<file path="src/rtl/life_pkg.sv">
// rtl/life_pkg.sv - shared encodings for the Game-of-Life seeder and stepper
package life_pkg;

    localparam int ROW_W = 8;

    typedef logic [ROW_W-1:0] row_idx_t;

    typedef enum logic [2:0] {
        ST_IDLE,
        ST_LOAD_LAST,
        ST_LOAD_FIRST,
        ST_FETCH,
        ST_COMMIT
    } step_state_t;

    typedef enum logic [1:0] {
        SEED_IDLE,
        SEED_FILL,
        SEED_DONE
    } seed_state_t;

endpackage

</file>
<file path="src/rtl/life_rule_row.sv">
// rtl/life_rule_row.sv - combinational Life rule for one row from its three-row window
module life_rule_row #(
    parameter int W    = 10,
    parameter int WRAP = 1
) (
    input  logic [W-1:0] prev_row,
    input  logic [W-1:0] cur_row,
    input  logic [W-1:0] next_row,
    output logic [W-1:0] new_row
);

    // Rows padded by one column each side so every cell sees ext[c..c+2].
    logic [W+1:0] prev_ext;
    logic [W+1:0] cur_ext;
    logic [W+1:0] next_ext;
    logic [3:0]   n;

    function automatic logic [W+1:0] extend(input logic [W-1:0] row);
        extend = {((WRAP != 0) ? row[0] : 1'b0), row, ((WRAP != 0) ? row[W-1] : 1'b0)};
    endfunction

    assign prev_ext = extend(prev_row);
    assign cur_ext  = extend(cur_row);
    assign next_ext = extend(next_row);

    always_comb begin
        new_row = '0;
        n       = '0;
        for (int c = 0; c < W; c++) begin
            n = 4'(prev_ext[c]) + 4'(prev_ext[c+1]) + 4'(prev_ext[c+2])
              + 4'(cur_ext[c])                      + 4'(cur_ext[c+2])
              + 4'(next_ext[c]) + 4'(next_ext[c+1]) + 4'(next_ext[c+2]);
            new_row[c] = (n == 4'd3) || (cur_row[c] && (n == 4'd2));
        end
    end

endmodule

</file>
<file path="src/rtl/life_stepper.sv">
// rtl/life_stepper.sv - one in-place Life generation over the arena using a 3-row window
module life_stepper
    import life_pkg::*;
#(
    parameter int ARENA_WIDTH  = 10,
    parameter int ARENA_HEIGHT = 10,
    parameter int WRAP         = 1
) (
    input  logic                   clk,
    input  logic                   reset_n,
    input  logic                   start,
    output logic                   ready,
    output logic                   done,
    output logic                   changed,
    output logic                   extinct,
    output logic [ROW_W-1:0]       arena_row_select,
    input  logic [ARENA_WIDTH-1:0] arena_columns_cur,
    output logic [ARENA_WIDTH-1:0] arena_columns_new,
    output logic                   arena_columns_write
);

    localparam row_idx_t LAST_ROW = row_idx_t'(ARENA_HEIGHT - 1);

    step_state_t            state;
    step_state_t            state_nxt;
    logic [ARENA_WIDTH-1:0] prev_row;
    logic [ARENA_WIDTH-1:0] cur_row;
    logic [ARENA_WIDTH-1:0] next_row;
    logic [ARENA_WIDTH-1:0] first_row;
    logic [ARENA_WIDTH-1:0] rule_row;
    row_idx_t               r;
    logic                   acc_changed;
    logic                   acc_extinct;
    logic                   last;

    assign last  = (r == LAST_ROW);
    assign ready = (state == ST_IDLE);

    life_rule_row #(
        .W    (ARENA_WIDTH),
        .WRAP (WRAP)
    ) u_rule (
        .prev_row (prev_row),
        .cur_row  (cur_row),
        .next_row (next_row),
        .new_row  (rule_row)
    );

    always_ff @(posedge clk or negedge reset_n) begin
        if (!reset_n) begin
            state <= ST_IDLE;
        end else begin
            state <= state_nxt;
        end
    end

    always_comb begin
        state_nxt           = state;
        arena_row_select    = '0;
        arena_columns_new   = '0;
        arena_columns_write = 1'b0;
        case (state)
            ST_IDLE: begin
                if (start) state_nxt = ST_LOAD_LAST;
            end
            ST_LOAD_LAST: begin
                arena_row_select = LAST_ROW;
                state_nxt        = ST_LOAD_FIRST;
            end
            ST_LOAD_FIRST: begin
                state_nxt = ST_FETCH;
            end
            ST_FETCH: begin
                arena_row_select = last ? r : r + 8'd1;
                state_nxt        = ST_COMMIT;
            end
            ST_COMMIT: begin
                arena_row_select    = r;
                arena_columns_new   = rule_row;
                arena_columns_write = 1'b1;
                state_nxt           = last ? ST_IDLE : ST_FETCH;
            end
            default: state_nxt = ST_IDLE;
        endcase
    end

    // Row r is overwritten only after row r+1 was captured; original row 0 lives in first_row.
    always_ff @(posedge clk or negedge reset_n) begin
        if (!reset_n) begin
            prev_row    <= '0;
            cur_row     <= '0;
            next_row    <= '0;
            first_row   <= '0;
            r           <= '0;
            done        <= 1'b0;
            changed     <= 1'b0;
            extinct     <= 1'b0;
            acc_changed <= 1'b0;
            acc_extinct <= 1'b0;
        end else begin
            done <= 1'b0;
            case (state)
                ST_IDLE: begin
                    if (start) begin
                        changed     <= 1'b0;
                        extinct     <= 1'b0;
                        acc_changed <= 1'b0;
                        acc_extinct <= 1'b1;
                    end
                end
                ST_LOAD_LAST: begin
                    prev_row <= (WRAP != 0) ? arena_columns_cur : '0;
                end
                ST_LOAD_FIRST: begin
                    cur_row   <= arena_columns_cur;
                    first_row <= arena_columns_cur;
                    r         <= '0;
                end
                ST_FETCH: begin
                    if (last) next_row <= (WRAP != 0) ? first_row : '0;
                    else      next_row <= arena_columns_cur;
                end
                ST_COMMIT: begin
                    acc_changed <= acc_changed | (rule_row != cur_row);
                    acc_extinct <= acc_extinct & (rule_row == '0);
                    prev_row    <= cur_row;
                    cur_row     <= next_row;
                    if (last) begin
                        done    <= 1'b1;
                        changed <= acc_changed | (rule_row != cur_row);
                        extinct <= acc_extinct & (rule_row == '0);
                    end else begin
                        r <= r + 8'd1;
                    end
                end
                default: ;
            endcase
        end
    end

endmodule

</file>
<file path="config.mk">
export PLATFORM = sky130hd
export DESIGN_NAME = life_stepper
export DESIGN_NICKNAME = d
export VERILOG_FILES = /design/src/rtl/life_pkg.sv /design/src/rtl/life_rule_row.sv /design/src/rtl/life_stepper.sv
export SDC_FILE = /design/constraint.sdc
export NUM_CORES = 1
export LEC_CHECK = 0
export ABC_CLOCK_PERIOD_IN_PS = 6300
export CAP_MARGIN = 30
export CORE_MARGIN = 2
export CORE_UTILIZATION = 40
export DETAILED_ROUTE_END_ITERATION = 10
export HOLD_SLACK_MARGIN = 0.12
export PLACE_DENSITY = 0.61
export SETUP_SLACK_MARGIN = 0.5
export SKIP_LAST_GASP = 1
export SLEW_MARGIN = 10
export SYNTH_ARGS = -nofsm -noshare
export SYNTH_HDL_FRONTEND = slang
export SYNTH_SLANG_ARGS = --single-unit
</file>
<file path="constraint.sdc">
create_clock -name clk -period 6.3 [get_ports clk]
set_input_delay 1.26 -clock clk [delete_from_list [all_inputs] [get_ports clk]]
set_output_delay 1.26 -clock clk [all_outputs]
set_load 0.05 [all_outputs]
</file>
# After elaboration in Yosys (flattened, before gate mapping)
# Index checks and enable logic that the tools add are counted.
totals:
  regBits: 56
  in_bits: 13
  output_inout_bits: 23
op_classes:
  n_addsub: 71
  n_eq_ne: 28
  muxes: 21
  bitwise: 2
  reduce_logical: 27
ops:
  columns: ["cell", "n"]
  rows:
  - ["$add 4x1->4", 60]
  - ["$eq 4x2->1 const B", 20]
  - ["$pmux 10 s2", 2]
  - ["$pmux 8 s3", 1]
  - ["$add 1x1->2", 10]
  - ["$mux 10", 2]
  - ["$pmux 8 s2", 1]
  - ["$pmux 3 s5", 1]
  - ["$logic_and 1x1->1", 10]
  - ["$logic_not 10->1", 1]
  - ["$logic_or 1x1->1", 10]
  - ["$ne 10x10->1", 1]
  - ["$add 8x1->8 const B", 1]
  - ["$eq 8x4->1 const B", 1]
  - ["$mux 8", 1]
  - ["$pmux 1 s2", 4]
  - ["$mux 1", 7]
  - ["$eq 3x2->1 const B", 2]
  - ["$reduce_bool 2->1", 3]
  - ["$ne 2x2->1 const B", 2]
  - ["$eq 3x1->1 const B", 1]
  - ["$eq 3x3->1 const B", 1]
  - ["$logic_not 3->1", 1]
  - ["$mux 3", 1]
  - ["5 further kinds", 5]

# Longest topological paths before layout
# Gate-level depths: netlist of the first run.
depth:
  word_depth: 14
  mapped_depth: 14

# Cells and area by module
# From an unflattened synthesis of the first run, not the netlist that was laid out.
hier_totals:
  hier_cells: 481
  area_unflattened_um2: 4573.1
by_module_without_submodules:
  columns: ["module", "instances", "cells_per_inst", "area_each_um2"]
  rows:
  - ["life_stepper", 1, 292, 2875.3]
  - ["life_rule_row", 1, 189, 1697.9]

# Least setup slack after synthesis of the first run
# Ideal clock, no wire load.
synth_path:
  kind: "register -> output"
  from: "register prev_row[8]"
  to: "output port arena_columns_new[9]"
  t_arrival_ns: 4.142
  required_ns: 5.040
  slack_ns: 0.898
  stages_incl_launch_ff: 10
  path_cell_list: "dfrtp_1 -> ha_1 -> inv_1 -> fa_1 -> fa_1 -> inv_1 -> fa_1 -> inv_1 -> fa_1 -> nor4_1"
synth_via:
  elab_chain_len: 11
  word_cells_on_any_way: 12
  classes_between: "add/sub: 7; eq/ne: 2; mux: 1; reduce/logical: 2"
synth_lines:
  columns: ["item", "line", "source"]
  rows:
  - ["start: declaration", "life_stepper.sv:26", "logic [ARENA_WIDTH-1:0] prev_row;"]
  - ["start signal: assignment", "life_stepper.sv:112", "prev_row <= (WRAP != 0) ? arena_columns_cur : '0;"]
  - ["start signal: assignment", "life_stepper.sv:126", "prev_row <= cur_row;"]
  - ["$add 1x1->2 (*)", "life_rule_row.sv:30", "n = 4'(prev_ext[c]) + 4'(prev_ext[c+1]) + 4'(prev_ext[c+2])"]
  - ["$add 4x1->4 (*)", "life_rule_row.sv:30", null]
  - ["$add 4x1->4 (*) (2 in a row)", "life_rule_row.sv:31", "+ 4'(cur_ext[c]) + 4'(cur_ext[c+2])"]
  - ["$add 4x1->4 (*) (3 in a row)", "life_rule_row.sv:32", "+ 4'(next_ext[c]) + 4'(next_ext[c+1]) + 4'(next_ext[c+2]);"]
  - ["$eq 4x2->1", "life_rule_row.sv:33", "new_row[c] = (n == 4'd3) || (cur_row[c] && (n == 4'd2));"]
  - ["$logic_and 1x1->1", "life_rule_row.sv:33", null]
  - ["$logic_or 1x1->1 (*)", "life_rule_row.sv:33", null]
  - ["$mux 10 (*)", "life_stepper.sv:62", "case (state)"]
  - ["end: declaration", "life_stepper.sv:18", "output logic [ARENA_WIDTH-1:0] arena_columns_new,"]
# Mark *: on every way between the ends. The rest lies on a longest branch, timed or not.

# Worst setup path after layout of the first run
layout_path:
  from: "register prev_row[9]"
  to: "output port arena_columns_new[0]"
# The elaborated chain is that of the path after synthesis.

==> results.json, run 1 <==
{
  "setup-tns-final_ns": 0,
  "crit_chain": "ha_1 > inv_1 > fa_1 > fa_1 > inv_1 > fa_1 > inv_1 > fa_1 > nor2_1 > and2_2 > and2_1 > clkdlybuf4s50_1",
  "synth.yosys.seq_area_share_pct": 28.5,
  "finalCriticalPeriod_ns": 5.55,
  "most_frequent_standard_cell_in_the_layout_excluding_fill_and_tap_cells": "sky130_fd_sc_hd__inv_1",
  "gr-total-overflow": 0,
  "clk-insertion-delay-late_ns": 0.29,
  "max-clock-path-buffers": 2,
  "finalSetupViolations": 0,
  "drv.max_cap_violation_count": 0,
  "cts_inserted_buffers": 5,
  "vias_in_the_first_global_route": 3823,
  "drc_errors": 0,
  "grt_start_max_net_pins": 57,
  "footprint_of_the_multi_input_gates_sq_um": 3080,
  "setup.worst_path.class": "flip-flop to output pin",
  "cts_repair_resize_count": 0,
  "antenna_violations_before_repair": 0,
  "max_slew_violation_count": 0,
  "post-cts-setup-buffer-count": 0,
  "fraction_of_final_layout_cells_sized_beyond_drive_strength_1_pct": 6.31,
  "syn_area_sq_um": 4910,
  "floorplan.die_area_sq_um": 13200,
  "synth_fp_nets": 612,
  "i_o_pins": 36,
  "crit_path_max_delay_family": "adder cells",
  "antenna-diode-count": 0,
  "status": "completed",
  "die_width_um": 115,
  "row_count": 40,
  "dr_vias_cell": 5.46,
  "critPathBufInv": 4,
  "crit_slowest_cell": "sky130_fd_sc_hd__clkdlybuf4s50_1",
  "worst_pin_slew_ns": 0.902,
  "slew_headroom_pct": 39.9,
  "rsz0062_at_grt": "no",
  "regArea_sq_um": 1400,
  "layout-area-overhead-vs-synth_pct": 13.2,
  "synthesis.instances": 527,
  "critical_path_peak_fanout": 4,
  "tritoncts": "done",
  "cts.sink_count": 56,
  "clkTransAtPathRegs_ns": 0.07,
  "synth_async_sr_flop_share_pct": 100,
  "routed_wire_length_per_instance_um": 16.3,
  "hold_class": "flip-flop to flip-flop",
  "peak_freq_mhz": 180,
  "clk_root_buffer_cell": "sky130_fd_sc_hd__clkbuf_16",
  "cpMostUsedCell": "sky130_fd_sc_hd__fa_1",
  "synth.distinct_cells": 51,
  "grt_first_pass_wirelength_um": 19300,
  "placeableCoreArea_sq_um": 12000,
  "final_antenna_net_count": 0,
  "floorplan.initialDensity_pct": 40.9,
  "fp.dieH_um": 115,
  "most_used_dff_post_synth": "sky130_fd_sc_hd__dfrtp_1",
  "number_of_flops_mapped_to_enable_cells_by_yosys": 0,
  "report.final.hold_viol_count": 0,
  "post-route-period-util_pct": 88.1,
  "cp_slowest_stage_delay_ns": 0.80,
  "detailed_place_hpwl_um": 9070,
  "routed_wirelength_um": 11400,
  "htree_levels": 2,
  "buffer_ports.inserted": 35,
  "ys_warn_count": 0,
  "finalWeightedCongestion": 0.848,
  "grt.total_usage_pct": 18.4,
  "worst_setup_path_start_kind": "flip-flop",
  "final.setup_skew_ns": 0.00242,
  "worst_ep_arrival_time_ns": 4.29,
  "setup.worst_path.end_class": "output pin",
  "postCtsHoldBufs": 0,
  "detailedRoute.firstIterationViolations": 222,
  "synth_seq_cells": 56,
  "crit_required_ns": 5.04,
  "detailedRoute.firstPassIterationCount": 5,
  "number_of_nets_at_the_end_of_the_flow": 639,
  "most_used_cells_in_the_layout_excluding_fill_and_tap_cells": "sky130_fd_sc_hd__inv_1 (94), sky130_fd_sc_hd__dfrtp_1 (56), sky130_fd_sc_hd__o21ai_0 (45), sky130_fd_sc_hd__nand2_1 (44), sky130_fd_sc_hd__fa_1 (40)",
  "vias": 3830,
  "nFillCells": 1184,
  "syn-mean-instance-area_sq_um": 9.31
}
-- logic make-up after synthesis --
| group | Yosys count | share of synthesized area, % |
|---|---|---|
| fa+ha+maj | 72 | 24.5 |
| flops | 56 | 28.5 |
| xor+xnor | 1 | 0.178 |
| simple gates | 135 | 14.1 |
| buf+inv | 113 | 8.85 |
| mux | 38 | 8.36 |
| compound gates | 112 | 15.5 |
-- synthesized netlist by cell type, drive strengths merged, types with 5 or more instances --
| cell | n | share of area, % |
|---|---|---|
| a221o | 10 | 2.0 |
| o21bai | 5 | 0.76 |
| nand2b | 6 | 0.76 |
| dfrtp | 56 | 29 |
| a211oi | 7 | 1.2 |
| and2 | 5 | 0.66 |
| inv | 94 | 7.2 |
| a21oi | 10 | 1.0 |
| mux2 | 15 | 3.7 |
| nand3 | 6 | 0.61 |
| clkbuf | 11 | 0.84 |
| fa | 40 | 16 |
| and3 | 7 | 0.89 |
| nor2 | 24 | 1.8 |
| ha | 32 | 8.2 |
| nor4b | 5 | 0.89 |
| o31ai | 8 | 1.2 |
| mux2i | 23 | 4.7 |
| o21ai | 45 | 4.6 |
| nor3 | 14 | 1.4 |
| buf | 8 | 0.82 |
| nor3b | 8 | 1.2 |
| nand2 | 44 | 3.4 |
-- registers in the layout, indices dropped and copies added, names as in the netlist --
name / count
done: 1
changed: 1
acc_extinct: 1
r: 8
extinct: 1
first_row: 10
prev_row: 10
state: 3
acc_changed: 1
next_row: 10
cur_row: 10
-- metrics by stage --
stage	instance area (sq um)	util, %	worst slack [ns]	std cells	hold slack (ns)
2_1_floorplan	4910	-	0.898	527	0.467
3_3_place_gp	5390	44.9	0.926	694	0.488
3_5_place_dp	5390	44.9	0.836	694	0.495
4_1_cts	5540	46.1	0.509	702	0.512
5_1_grt	5560	46.3	0.554	702	0.518
6_report	5560	46.3	0.752	702	0.509
-- cell type report --
type	instances	share of cell area (%)
Sequential cell	56	25.2
Inverter	94	6.35
Timing Repair Buffer	39	7.03
Multi-Input combinational cell	358	55.4
Clock buffer	5	2.25
Clock inverter	3	0.428
Tap cell	147	3.31
-- final timing paths --
kind,start,end,slack [ns],cells past startpoint
hold / removal,first_row[0],first_row[0],0.51,1
setup / recovery,prev_row[9],arena_columns_new[0],0.75,12
hold reg to reg,first_row[0],first_row[0],0.51,1
setup reg to reg,prev_row[9],changed,2.06,14
min in group asynchronous,reset_n,first_row[5],1.09,2
max in group asynchronous,reset_n,state[0],4.71,2
-- worst register-to-register path: stages, from the launching register on --
cell and delay [ns]:
sky130_fd_sc_hd__dfrtp_1 0.45, sky130_fd_sc_hd__ha_1 0.30, sky130_fd_sc_hd__inv_1 0.04, sky130_fd_sc_hd__fa_1 0.46, sky130_fd_sc_hd__fa_1 0.49, sky130_fd_sc_hd__inv_1 0.04, sky130_fd_sc_hd__fa_1 0.39, sky130_fd_sc_hd__inv_1 0.09
sky130_fd_sc_hd__fa_1 0.47, sky130_fd_sc_hd__nor3b_1 0.21, sky130_fd_sc_hd__a221o_1 0.21, sky130_fd_sc_hd__o311ai_0 0.24, sky130_fd_sc_hd__a2111oi_2 0.28, sky130_fd_sc_hd__nand4_1 0.23, sky130_fd_sc_hd__a21o_1 0.23
-- layer usage --
metal | up-vias | share of wire [%] | GRT usage (%)
li1 | 1856 | - | -
met1 | 1899 | 49 | 25.9
met2 | 66 | 47 | 30.5
met3 | 9 | 2.8 | 2.11
met4 | 0 | 1.5 | 4.42
met5 | - | 0 | 0
Power of run 1 is left out: the tool's default activity adds up to more than one toggle a clock period on the data nets, which glitch-free logic cannot reach.
==> inputs of run 2 (changes only) <==
--- a/config.mk
+++ b/config.mk
@@ -14,7 +14,6 @@
 export PLACE_DENSITY = 0.61
 export SETUP_SLACK_MARGIN = 0.5
 export SKIP_LAST_GASP = 1
-export SLEW_MARGIN = 10
 export SYNTH_ARGS = -nofsm -noshare
 export SYNTH_HDL_FRONTEND = slang
 export SYNTH_SLANG_ARGS = --single-unit
==> results of run 2 <==
Same layout as run 1: the final DEF is identical, and so are final timing and power.
Power of run 2 is left out for the same reason.
